**config.mk**
```make
export PLATFORM = sky130hd
export DESIGN_NAME = mux_stream_sel
export DESIGN_NICKNAME = d
export VERILOG_FILES = /design/src/rtl/mux_stream_sel.sv
export SDC_FILE = /design/constraint.sdc
export NUM_CORES = 1
export LEC_CHECK = 0
export CORE_MARGIN = 2
export CORE_UTILIZATION = 36
export DETAILED_ROUTE_END_ITERATION = 7
export PLACE_DENSITY = 0.72
export SYNTH_ARGS = -nofsm -noshare
export SYNTH_HDL_FRONTEND = slang
export SYNTH_SLANG_ARGS = --single-unit
export TNS_END_PERCENT = 50
```
**constraint.sdc**
```tcl
create_clock -name clk -period 1.7 [get_ports clk]
set_input_delay 0.34 -clock clk [delete_from_list [all_inputs] [get_ports clk]]
set_output_delay 0.34 -clock clk [all_outputs]
set_load 0.005 [all_outputs]
```
**src/rtl/mux_stream_sel.sv**
```systemverilog
// Registered N-channel word selector (FIXED / RR / MAX) with a one-entry valid/ready output stage.
// Optional MAX mode is built only when MUX_STREAM_MAX_MODE_EN is defined; otherwise mode 10 is illegal.
module mux_stream_sel #(
   parameter int WIDTH  = 8,
   parameter int NUM_CH = 4,
   parameter int SEL_W  = 2
) (
   input  logic                    clk,
   input  logic                    rst_n,
   input  logic [NUM_CH*WIDTH-1:0] in_data,
   input  logic                    in_valid,
   output logic                    in_ready,
   input  logic [SEL_W-1:0]        select,
   input  logic [1:0]              mode,
   output logic [WIDTH-1:0]        out_data,
   output logic [SEL_W-1:0]        out_idx,
   output logic                    out_valid,
   input  logic                    out_ready,
   output logic                    error,
   input  logic                    err_clr
);

   typedef enum logic {EMPTY, FULL} state_e;

   state_e           st_q;
   logic [WIDTH-1:0] data_q, data_d;
   logic [SEL_W-1:0] idx_q, idx_d;
   logic [SEL_W-1:0] rr_q;
   logic             err_q;
   logic             legal, accept, sel_ok;
   logic [WIDTH-1:0] fix_w, rr_w;

   // Extra bit so NUM_CH == 2**SEL_W compares correctly
   assign sel_ok = ({1'b0, select} < (SEL_W+1)'(NUM_CH));

   always_comb begin
      fix_w = '0;
      rr_w  = '0;
      for (int k = 0; k < NUM_CH; k++) begin
         if (select == SEL_W'(k)) fix_w = in_data[k*WIDTH +: WIDTH];
         if (rr_q   == SEL_W'(k)) rr_w  = in_data[k*WIDTH +: WIDTH];
      end
   end

`ifdef MUX_STREAM_MAX_MODE_EN
   logic [WIDTH-1:0] max_w;
   logic [SEL_W-1:0] max_i;

   // Strict greater-than keeps the lowest index on ties
   always_comb begin
      max_w = in_data[WIDTH-1:0];
      max_i = '0;
      for (int k = 1; k < NUM_CH; k++) begin
         if (in_data[k*WIDTH +: WIDTH] > max_w) begin
            max_w = in_data[k*WIDTH +: WIDTH];
            max_i = SEL_W'(k);
         end
      end
   end
`endif

   always_comb begin
      legal  = 1'b0;
      data_d = data_q;
      idx_d  = idx_q;
      case (mode)
         2'b00: begin
            legal  = sel_ok;
            data_d = fix_w;
            idx_d  = select;
         end
         2'b01: begin
            legal  = 1'b1;
            data_d = rr_w;
            idx_d  = rr_q;
         end
`ifdef MUX_STREAM_MAX_MODE_EN
         2'b10: begin
            legal  = 1'b1;
            data_d = max_w;
            idx_d  = max_i;
         end
`endif
         default: legal = 1'b0;
      endcase
   end

   assign in_ready = (st_q == EMPTY) || out_ready;
   assign accept   = in_valid && in_ready;

   always_ff @(posedge clk or negedge rst_n) begin
      if (!rst_n) begin
         st_q   <= EMPTY;
         data_q <= '0;
         idx_q  <= '0;
         rr_q   <= '0;
         err_q  <= 1'b0;
      end else begin
         if (accept && legal) begin
            st_q   <= FULL;
            data_q <= data_d;
            idx_q  <= idx_d;
         end else if (out_ready) begin
            st_q   <= EMPTY;
         end
         if (accept && mode == 2'b01)
            rr_q <= (rr_q == SEL_W'(NUM_CH-1)) ? '0 : rr_q + SEL_W'(1);
         // Set has priority over a same-cycle clear
         if (accept && !legal) err_q <= 1'b1;
         else if (err_clr)     err_q <= 1'b0;
      end
   end

   assign out_valid = (st_q == FULL);
   assign out_data  = data_q;
   assign out_idx   = idx_q;
   assign error     = err_q;

endmodule

```
# Word-level counts from Yosys, hierarchy flattened
# Cells that the tools add are included.
[totals]
ff_bits = 14
latchBits = 0
ramBits = 0
rom_bits = 0
output_inout_bits = 13
word_cells = 44
mem_count = 0
[op_classes]
n_addsub = 1
multipliers = 0
div_mod_pow = 0
order_cmp = 0
eq_ne = 7
shift = 0
n_mux = 16
bitwise_logic = 1
reduce_logical = 14
[ops]
columns = ["operator", "count"]
rows = [
  ["$mux 8", 8],
  ["$pmux 8 s2", 1],
  ["$eq 2x2->1 const B", 4],
  ["$eq 2x1->1 const B", 3],
  ["$logic_not 2->1", 3],
  ["$reduce_bool 2->1", 3],
  ["$mux 1", 5],
  ["$logic_and 1x1->1", 4],
  ["$pmux 2 s2", 1],
  ["$add 2x1->2 const B", 1],
  ["$mux 2", 1],
  ["$reduce_and 2->1", 1],
  ["$reduce_or 2->1", 1],
  ["$logic_not 1->1", 1],
  ["$logic_or 1x1->1", 1],
  ["$not 1->1", 1],
]

# Logic depth before layout (Yosys ltp)
# Gate-level depths: netlist of run 1.
[depth]
ltp_word = 6
ltp_mapped = 7

# Worst setup path after synthesis of run 1
# Ideal clock, no wire load.
[synth_path]
path_kind = "register -> register"
start = "register rr_q[0]"
end = "register data_q[0] (netlist: out_data[0])"
setup_time_ns = 0.119
arrival_time_ns = 1.485
required_time_ns = 1.581
slack_ns = 0.096
path_stages_with_launch = 8
n_path_buf = 1
period_less_slack_ns = 1.604
cell_sequence = "dfrtp_1 inv_1 ha_1 or2_2 clkbuf_2 a221oi_1 o311ai_1 o21a_1"
[synth_between]
elab_chain_cells = 6
[synth_lines]
columns = ["element", "line", "rtl"]
rows = [
  ["from (decl)", "28", "logic [SEL_W-1:0] rr_q;"],
  ["from (signal assigned)", "107", "rr_q <= (rr_q == SEL_W'(NUM_CH-1)) ? '0 : rr_q + SEL_W'(1);"],
  ["$logic_not 2->1", "41", "if (rr_q == SEL_W'(k)) rr_w = in_data[k*WIDTH +: WIDTH];"],
  ["$mux 8 (3 in series)", "41", ""],
  ["$mux 8 (*)", "41", ""],
  ["$pmux 8 s2 (*)", "66", "case (mode)"],
  ["to (signal assigned)", "101", "data_q <= data_d;"],
  ["to (decl)", "26", "logic [WIDTH-1:0] data_q, data_d;"],
]
# Mark *: on every way between the ends. The rest lies on a longest branch, timed or not.
# A chain may end at the register's enable or synchronous reset.

# Final worst setup path of run 1
[layout_path]
start = "register rr_q[0]"
end = "register data_q[7] (netlist: out_data[7])"
# Same word-level chain as after synthesis.

==> flow_summary.json, run 1 <==
{
  "run_status": "complete, no violations",
  "place_worst_setup_slack_ns": -0.229,
  "finalClockSkew_ns": 0.00230,
  "wire_length_of_the_first_global_routing_pass_um": 5330,
  "clock_tree_from_tritoncts": "done",
  "critical_path.max_fanout": 7,
  "route.detailed.drc": 0,
  "post_drt_wl_per_cell_um": 16.4,
  "vdd.ir_drop.worst_uv": 619,
  "tritoncts_num_sinks": 14,
  "end_kind": "flip-flop",
  "nets": 218,
  "r2r_end": "out_data[7]",
  "minimum_hold_slack_ns": 0.361,
  "fill_count": 262,
  "drt_wl_total_um": 3360,
  "synth.distinct_cells": 27,
  "place.gp.congestion": 0.821,
  "crit_path_start_kind": "flip-flop",
  "fmaxAchievable_mhz": 590,
  "pin_count_of_the_biggest_net_entering_global_routing": 16,
  "dp_hpwl_um": 2710,
  "timing.critical_path.slowest_stage_cell": "sky130_fd_sc_hd__dfrtp_1",
  "worst_slew_pin_slew_ns": 0.526,
  "io_buffers": 53,
  "path_clk_slew_ns": 0.09,
  "final-setup-viol-count": 0,
  "detailedRoute.firstPassIterationCount": 4,
  "gr_ovfl_total": 0,
  "ys_seq_elements": 14,
  "syn_to_final_growth_pct": 63.2,
  "syn_avg_cell_area_um2": 10.9,
  "seq_area_frac_synth_pct": 31.6,
  "buffer_cell_driving_the_clock_tree_root": "sky130_fd_sc_hd__clkbuf_4",
  "initial_cell_density_of_the_core_pct": 37.2,
  "die_width_um": 59.5,
  "core_mm2": 0.00298,
  "r2r-start": "rr_q[0]",
  "finalHoldViolCount": 0,
  "placed_cell_area_mm2": 0.00173,
  "ratio_of_cells_with_drive_above_1_in_the_final_layout_pct": 25.6,
  "min_path_type": "input port to asynchronous set/reset pin",
  "drtIter0Drc": 37,
  "groute.usage.overall_pct": 20.0,
  "worstPathRequired_ns": 1.93,
  "critPathLaunch": "rr_q[0]",
  "maxCapViolCount": 0,
  "io-pin-count": 54,
  "antenna_cells": 0,
  "chipHeight_um": 59.5,
  "yosys_warnings": 0,
  "postRouteAntennaNets": 0,
  "grt_antenna_before_repair": 0,
  "postLayoutCoreUtil_pct": 60.7,
  "placementRows": 20,
  "cells_after_synthesis": 102,
  "timing.critical_path.arrival_ns": 1.92,
  "final-max-slew-violation-count": 0,
  "minimum_clock_period_after_layout_ns": 1.69,
  "worst_skew_pair.late_latency_ns": 0.28,
  "logic_depth_of_the_worst_register_to_register_path": 7,
  "syn-cell-area_mm2": 0.00111,
  "ctsLongestPathBuffers": 2,
  "post_cts_hold_buffer_count": 0,
  "vias_in_the_first_global_route": 1230,
  "timing.setup.tns_ns": 0,
  "crit_chain": "inv_1, ha_1, nor2b_4, buf_4, a221oi_1, o311ai_1, o21a_1",
  "total_leakage_power_nw": 0.730,
  "dieArea_mm2": 0.00354,
  "routed-via-count": 1196,
  "cp_slowest_stage_delay_ns": 0.42,
  "synth_fp_nets": 147,
  "critical_path_class": "flip-flop to flip-flop",
  "htreeDepth": 1,
  "drt-vias-per-instance": 5.83,
  "rsz0062_at_grt": "true",
  "post-layout-total-power_mw": 1.85,
  "final-instance-count-excl-fill": 205,
  "post-route-cell-area_mm2": 0.00181,
  "fin_crit_sh_pct": 99.6,
  "slew_headroom_pct": 65.0,
  "r2r_slack_ns": 0.006,
  "timing.final.ws_setup_ns": 0.00612,
  "tritoncts.num_buffers": 3,
  "placedCellCount": 198,
  "power.density_cell_area_mw_per_mm2": 1020
}
## critical path, delay by kind of cell, from the launching register on
| family | cells | cell delay, ns |
|---|---|---|
| adders and majority gates | 1 | 0.19 |
| AOI/OAI and AO/OA | 3 | 0.48 |
| and+or+nand+nor | 1 | 0.27 |
| DFF | 1 | 0.42 |
| buffers and inverters | 2 | 0.28 |
## flip-flops by register name, summed over array words and instances (netlist names)
register,cells
out_data,8
out_idx,2
error,1
rr_q,2
out_valid,1
## cells in the mapped netlist, drive strengths merged
library cell,count,area (um2)
nor3b,1,12.5
and2b,1,8.76
nor2,5,18.8
nor2b,1,8.76
inv,5,18.8
clkbuf,3,23.8
dfrtp,14,350
nand2,9,33.8
o22ai,8,50.1
o21ai,2,10.0
mux4,8,180
o21a,8,60.1
nand2b,2,12.5
or2,1,6.26
a221oi,8,70.1
o311ai,8,70.1
buf,5,48.8
ha,4,50.1
mux2,2,22.5
or2b,1,7.51
a21oi,4,20.0
bufbuf,1,18.8
nand3,1,5.00
## layout by cell type, fill, tap and decap left out
cell type,instances
sky130_fd_sc_hd__a221oi_2,1
sky130_fd_sc_hd__clkbuf_4,3
sky130_fd_sc_hd__nor2b_4,1
sky130_fd_sc_hd__nand3_1,1
sky130_fd_sc_hd__nor3b_2,1
sky130_fd_sc_hd__nand2_1,9
sky130_fd_sc_hd__nand2b_2,1
sky130_fd_sc_hd__ha_2,1
sky130_fd_sc_hd__ha_1,3
sky130_fd_sc_hd__o21a_1,8
sky130_fd_sc_hd__o22ai_1,8
sky130_fd_sc_hd__nand2b_1,1
sky130_fd_sc_hd__clkdlybuf4s50_1,52
sky130_fd_sc_hd__and2b_2,1
sky130_fd_sc_hd__a21oi_1,4
sky130_fd_sc_hd__o21ai_0,2
sky130_fd_sc_hd__or2_4,1
sky130_fd_sc_hd__nor2_1,5
sky130_fd_sc_hd__buf_4,22
sky130_fd_sc_hd__mux2_2,2
sky130_fd_sc_hd__a221oi_1,7
sky130_fd_sc_hd__clkbuf_8,1
sky130_fd_sc_hd__dfrtp_1,14
sky130_fd_sc_hd__inv_1,4
sky130_fd_sc_hd__or2b_1,1
sky130_fd_sc_hd__inv_2,1
sky130_fd_sc_hd__mux4_2,8
sky130_fd_sc_hd__dlygate4sd2_1,1
sky130_fd_sc_hd__o311ai_1,8
## power breakdown
part | switching (mW) | leakage [nW] | internal [mW] | total, mW
sequential | 0.0609 | 0.159 | 0.419 | 0.480
combinational | 0.501 | 0.550 | 0.623 | 1.12
clock | 0.111 | 0.0210 | 0.130 | 0.241
total | 0.673 | 0.730 | 1.17 | 1.85
## how the worst max path moves through the flow
stage	endpoint	slack (ns)
after floorplan	out_data[0]	0.1
after CTS	out_data[2]	0.02
after global routing	out_data[7]	-0.05
final	out_data[7]	0.006
after global placement	out_data[6]	-0.20
after detailed placement	out_data[2]	-0.23
## area by class of cell
class                      count  area [um2]  area share (%)
multi-input combinational     74         666            36.8
clock buffer                   4        36.3            2.01
timing repair buffer          75         694            38.4
tap                           33        41.3            2.29
sequential                    14         350            19.4
inverter                       5        18.8            1.04
## what timing repair did
action	in CTS	in global routing
gates resized for setup	2	5
setup buffers	1	2
endpoints found under the setup margin	6	8
pin swaps	0	1
## per-layer routing
metal  vias to the layer above  wire length, um  GRT usage [%]
li1                        544                -              -
met1                       576             1150           20.6
met2                        68             1930           40.2
met3                         8              265           5.68
met4                         0               20           2.27
met5                         -                0              0
## kinds of logic after synthesis
family | count (synthesis) | synth area share, %
AO/OA/AOI/OAI | 38 | 25.3
AND/OR/NAND/NOR | 22 | 10.3
buffers and inverters | 14 | 9.94
flip-flops | 14 | 31.6
multiplexers | 10 | 18.3
adder cells (fa/ha/maj) | 4 | 4.52
No activity file was read; power rests on OpenSTA's default activity.
==> run 2, diff against run 1 <==
--- a/config.mk
+++ b/config.mk
@@ -7,7 +7,9 @@
 export LEC_CHECK = 0
 export CORE_MARGIN = 2
 export CORE_UTILIZATION = 36
+export CTS_CLUSTER_SIZE = 25
 export DETAILED_ROUTE_END_ITERATION = 7
+export GPL_ROUTABILITY_DRIVEN = 0
 export PLACE_DENSITY = 0.72
 export SYNTH_ARGS = -nofsm -noshare
 export SYNTH_HDL_FRONTEND = slang
==> results of run 2 <==
Final layout, timing and power as in run 1 (identical DEF).
==> variant, RTL diff (settings of run 2) <==
Change the parameter `WIDTH` from 8 to 10.
--- a/src/rtl/mux_stream_sel.sv
+++ b/src/rtl/mux_stream_sel.sv
@@ -1,7 +1,7 @@
 // Registered N-channel word selector (FIXED / RR / MAX) with a one-entry valid/ready output stage.
 // Optional MAX mode is built only when MUX_STREAM_MAX_MODE_EN is defined; otherwise mode 10 is illegal.
 module mux_stream_sel #(
-   parameter int WIDTH  = 8,
+   parameter int WIDTH  = 10,
    parameter int NUM_CH = 4,
    parameter int SEL_W  = 2
 ) (
Ports: changed (resized in_data and out_data); port bits go from 54 to 64. No check against the original RTL was run, so the function may have changed too.
==> variant against run 2 <==
- power increased by 29%
- setup slack improved by 0.075 ns
- largest cell class is now multi-input combinational cells
- worst hold slack improved by 0.0055 ns
- sequential cell count up 2
- final area grew 24%
- synthesized area increased by 12%
- wire length increased by 24%
- non-clock buffer count up 12
==> variant: results <==
[placement]
hpwlAfterDp_um = 3210
place_area_mm2 = 0.00206
io_buffers = 63

[clock_tree]
ctsRootBufferMaster = "clkbuf_4"
clkSlewWorstSetupHoldPaths_ns = 0.10
clkLatencyLatePin_ns = 0.29
clk_path_buf_depth = 2
cts-buffers-inserted = 3

[synthesis]
synth-warning-count = 0
ys_types = 25
synthArstFlopShare_pct = 100
synth_area_leaders = "dfrtp_1 (32%), mux4_2 (16%), a221oi_1 (7.0%)"
syn-num-nets = 170
ys_seq_area_share_pct = 32.2
yosysTopAreaCellShare_pct = 32.2

[routing]
vias = 1383
remaining_drc_errors = 0
dr.pass1.iters = 4
drt_iter0_markers = 63
totalWireLength_um = 4170
wl_met2_um = 2200
routed-wl-met3_um = 239
met1_length_um = 1670

[layout]
final_nets = 253
nFillCells = 286
drive_gt1_share_pct = 29.1
antenna_cells = 0
largest_reg_flops = 10

[pwr]
power.leakage_nw = 0.864
ir_drop_mv = 0.570

[grt]
antenna_found_initial = 0
grt_pass1_wl_um = 6630
first_global_vias = 1544
grtUsageMet1_pct = 23.0
met3_usage_pct = 4.32
grtUsageTotal_pct = 20.9
grt_max_degree = 19
grt_use_met2_pct = 39.7

[critical_path]
crit_fanout = 5
arrival_ns = 1.80
cp_top_family = "compound AO/OA/AOI/OAI gates"
critPathMaxStageDelay_ns = 0.43
cp_slowest_cell = "dfrtp_2"
rr_startpoint = "rr_q[0]"

[sta]
fin_worst_skew_ns = 0.00680
max_slew_margin_pct = 80.2

[outcome]
status = "finished, final reports clean"

[worst_hold_path]
min_path_type = "input port to async pin"
variant: area by class of cell:
class	count	share of cell area, %
Multi-Input combinational cell	87	39.1
Timing Repair Buffer	87	37.5
Clock buffer	4	1.62
Inverter	5	1.12
Tap cell	46	2.57
Sequential cell	16	18.0
variant: path summary, 6_finish.rpt:
path / to / slack [ns] / cells past startpoint
min in group clk: out_data[3] / 0.50 / 1
max in group asynchronous: rr_q[1] / 1.14 / 2
worst min-delay path: out_idx[0] / 0.37 / 2
worst min register to register: out_data[3] / 0.50 / 1
worst max register to register: out_data[6] / 0.08 / 6
worst max-delay path: out_data[6] / 0.08 / 6
variant: kinds of logic (layout without fill, tap and decap cells):
| logic type | after synthesis | count (layout) | synth area share (%) |
|---|---|---|---|
| DFF | 16 | 16 | 32.2 |
| muxes | 12 | 12 | 20.2 |
| and+or+nand+nor | 24 | 25 | 10.2 |
| adders and majority gates | 4 | 4 | 4.02 |
| buffers and inverters | 15 | 96 | 5.83 |
| AOI/OAI and AO/OA | 46 | 46 | 27.6 |
variant: power by group:
group / switching, mW / internal (mW) / leakage [nW]
clock: 0.123 / 0.130 / 0.0210
sequential: 0.0914 / 0.481 / 0.179
combinational: 0.681 / 0.869 / 0.664
variant: metrics by stage:
stage	instances	TNS, ns	setup slack [ns]	util (%)
5_1_grt	245	0	0.0125	67.0
2_1_floorplan	117	0	0.140	-
4_1_cts	243	0	0.0114	63.0
3_5_place_dp	238	-2.76	-0.291	61.6
6_report	245	0	0.0816	67.0
3_3_place_gp	238	-2.46	-0.268	61.6
variant: worst register-to-register path, delay by kind of cell (launching register included):
family	cells	cell delay (ns)
fa+ha+maj	1	0.23
flops	1	0.43
simple gates	1	0.28
compound gates	3	0.49
buf+inv	1	0.08
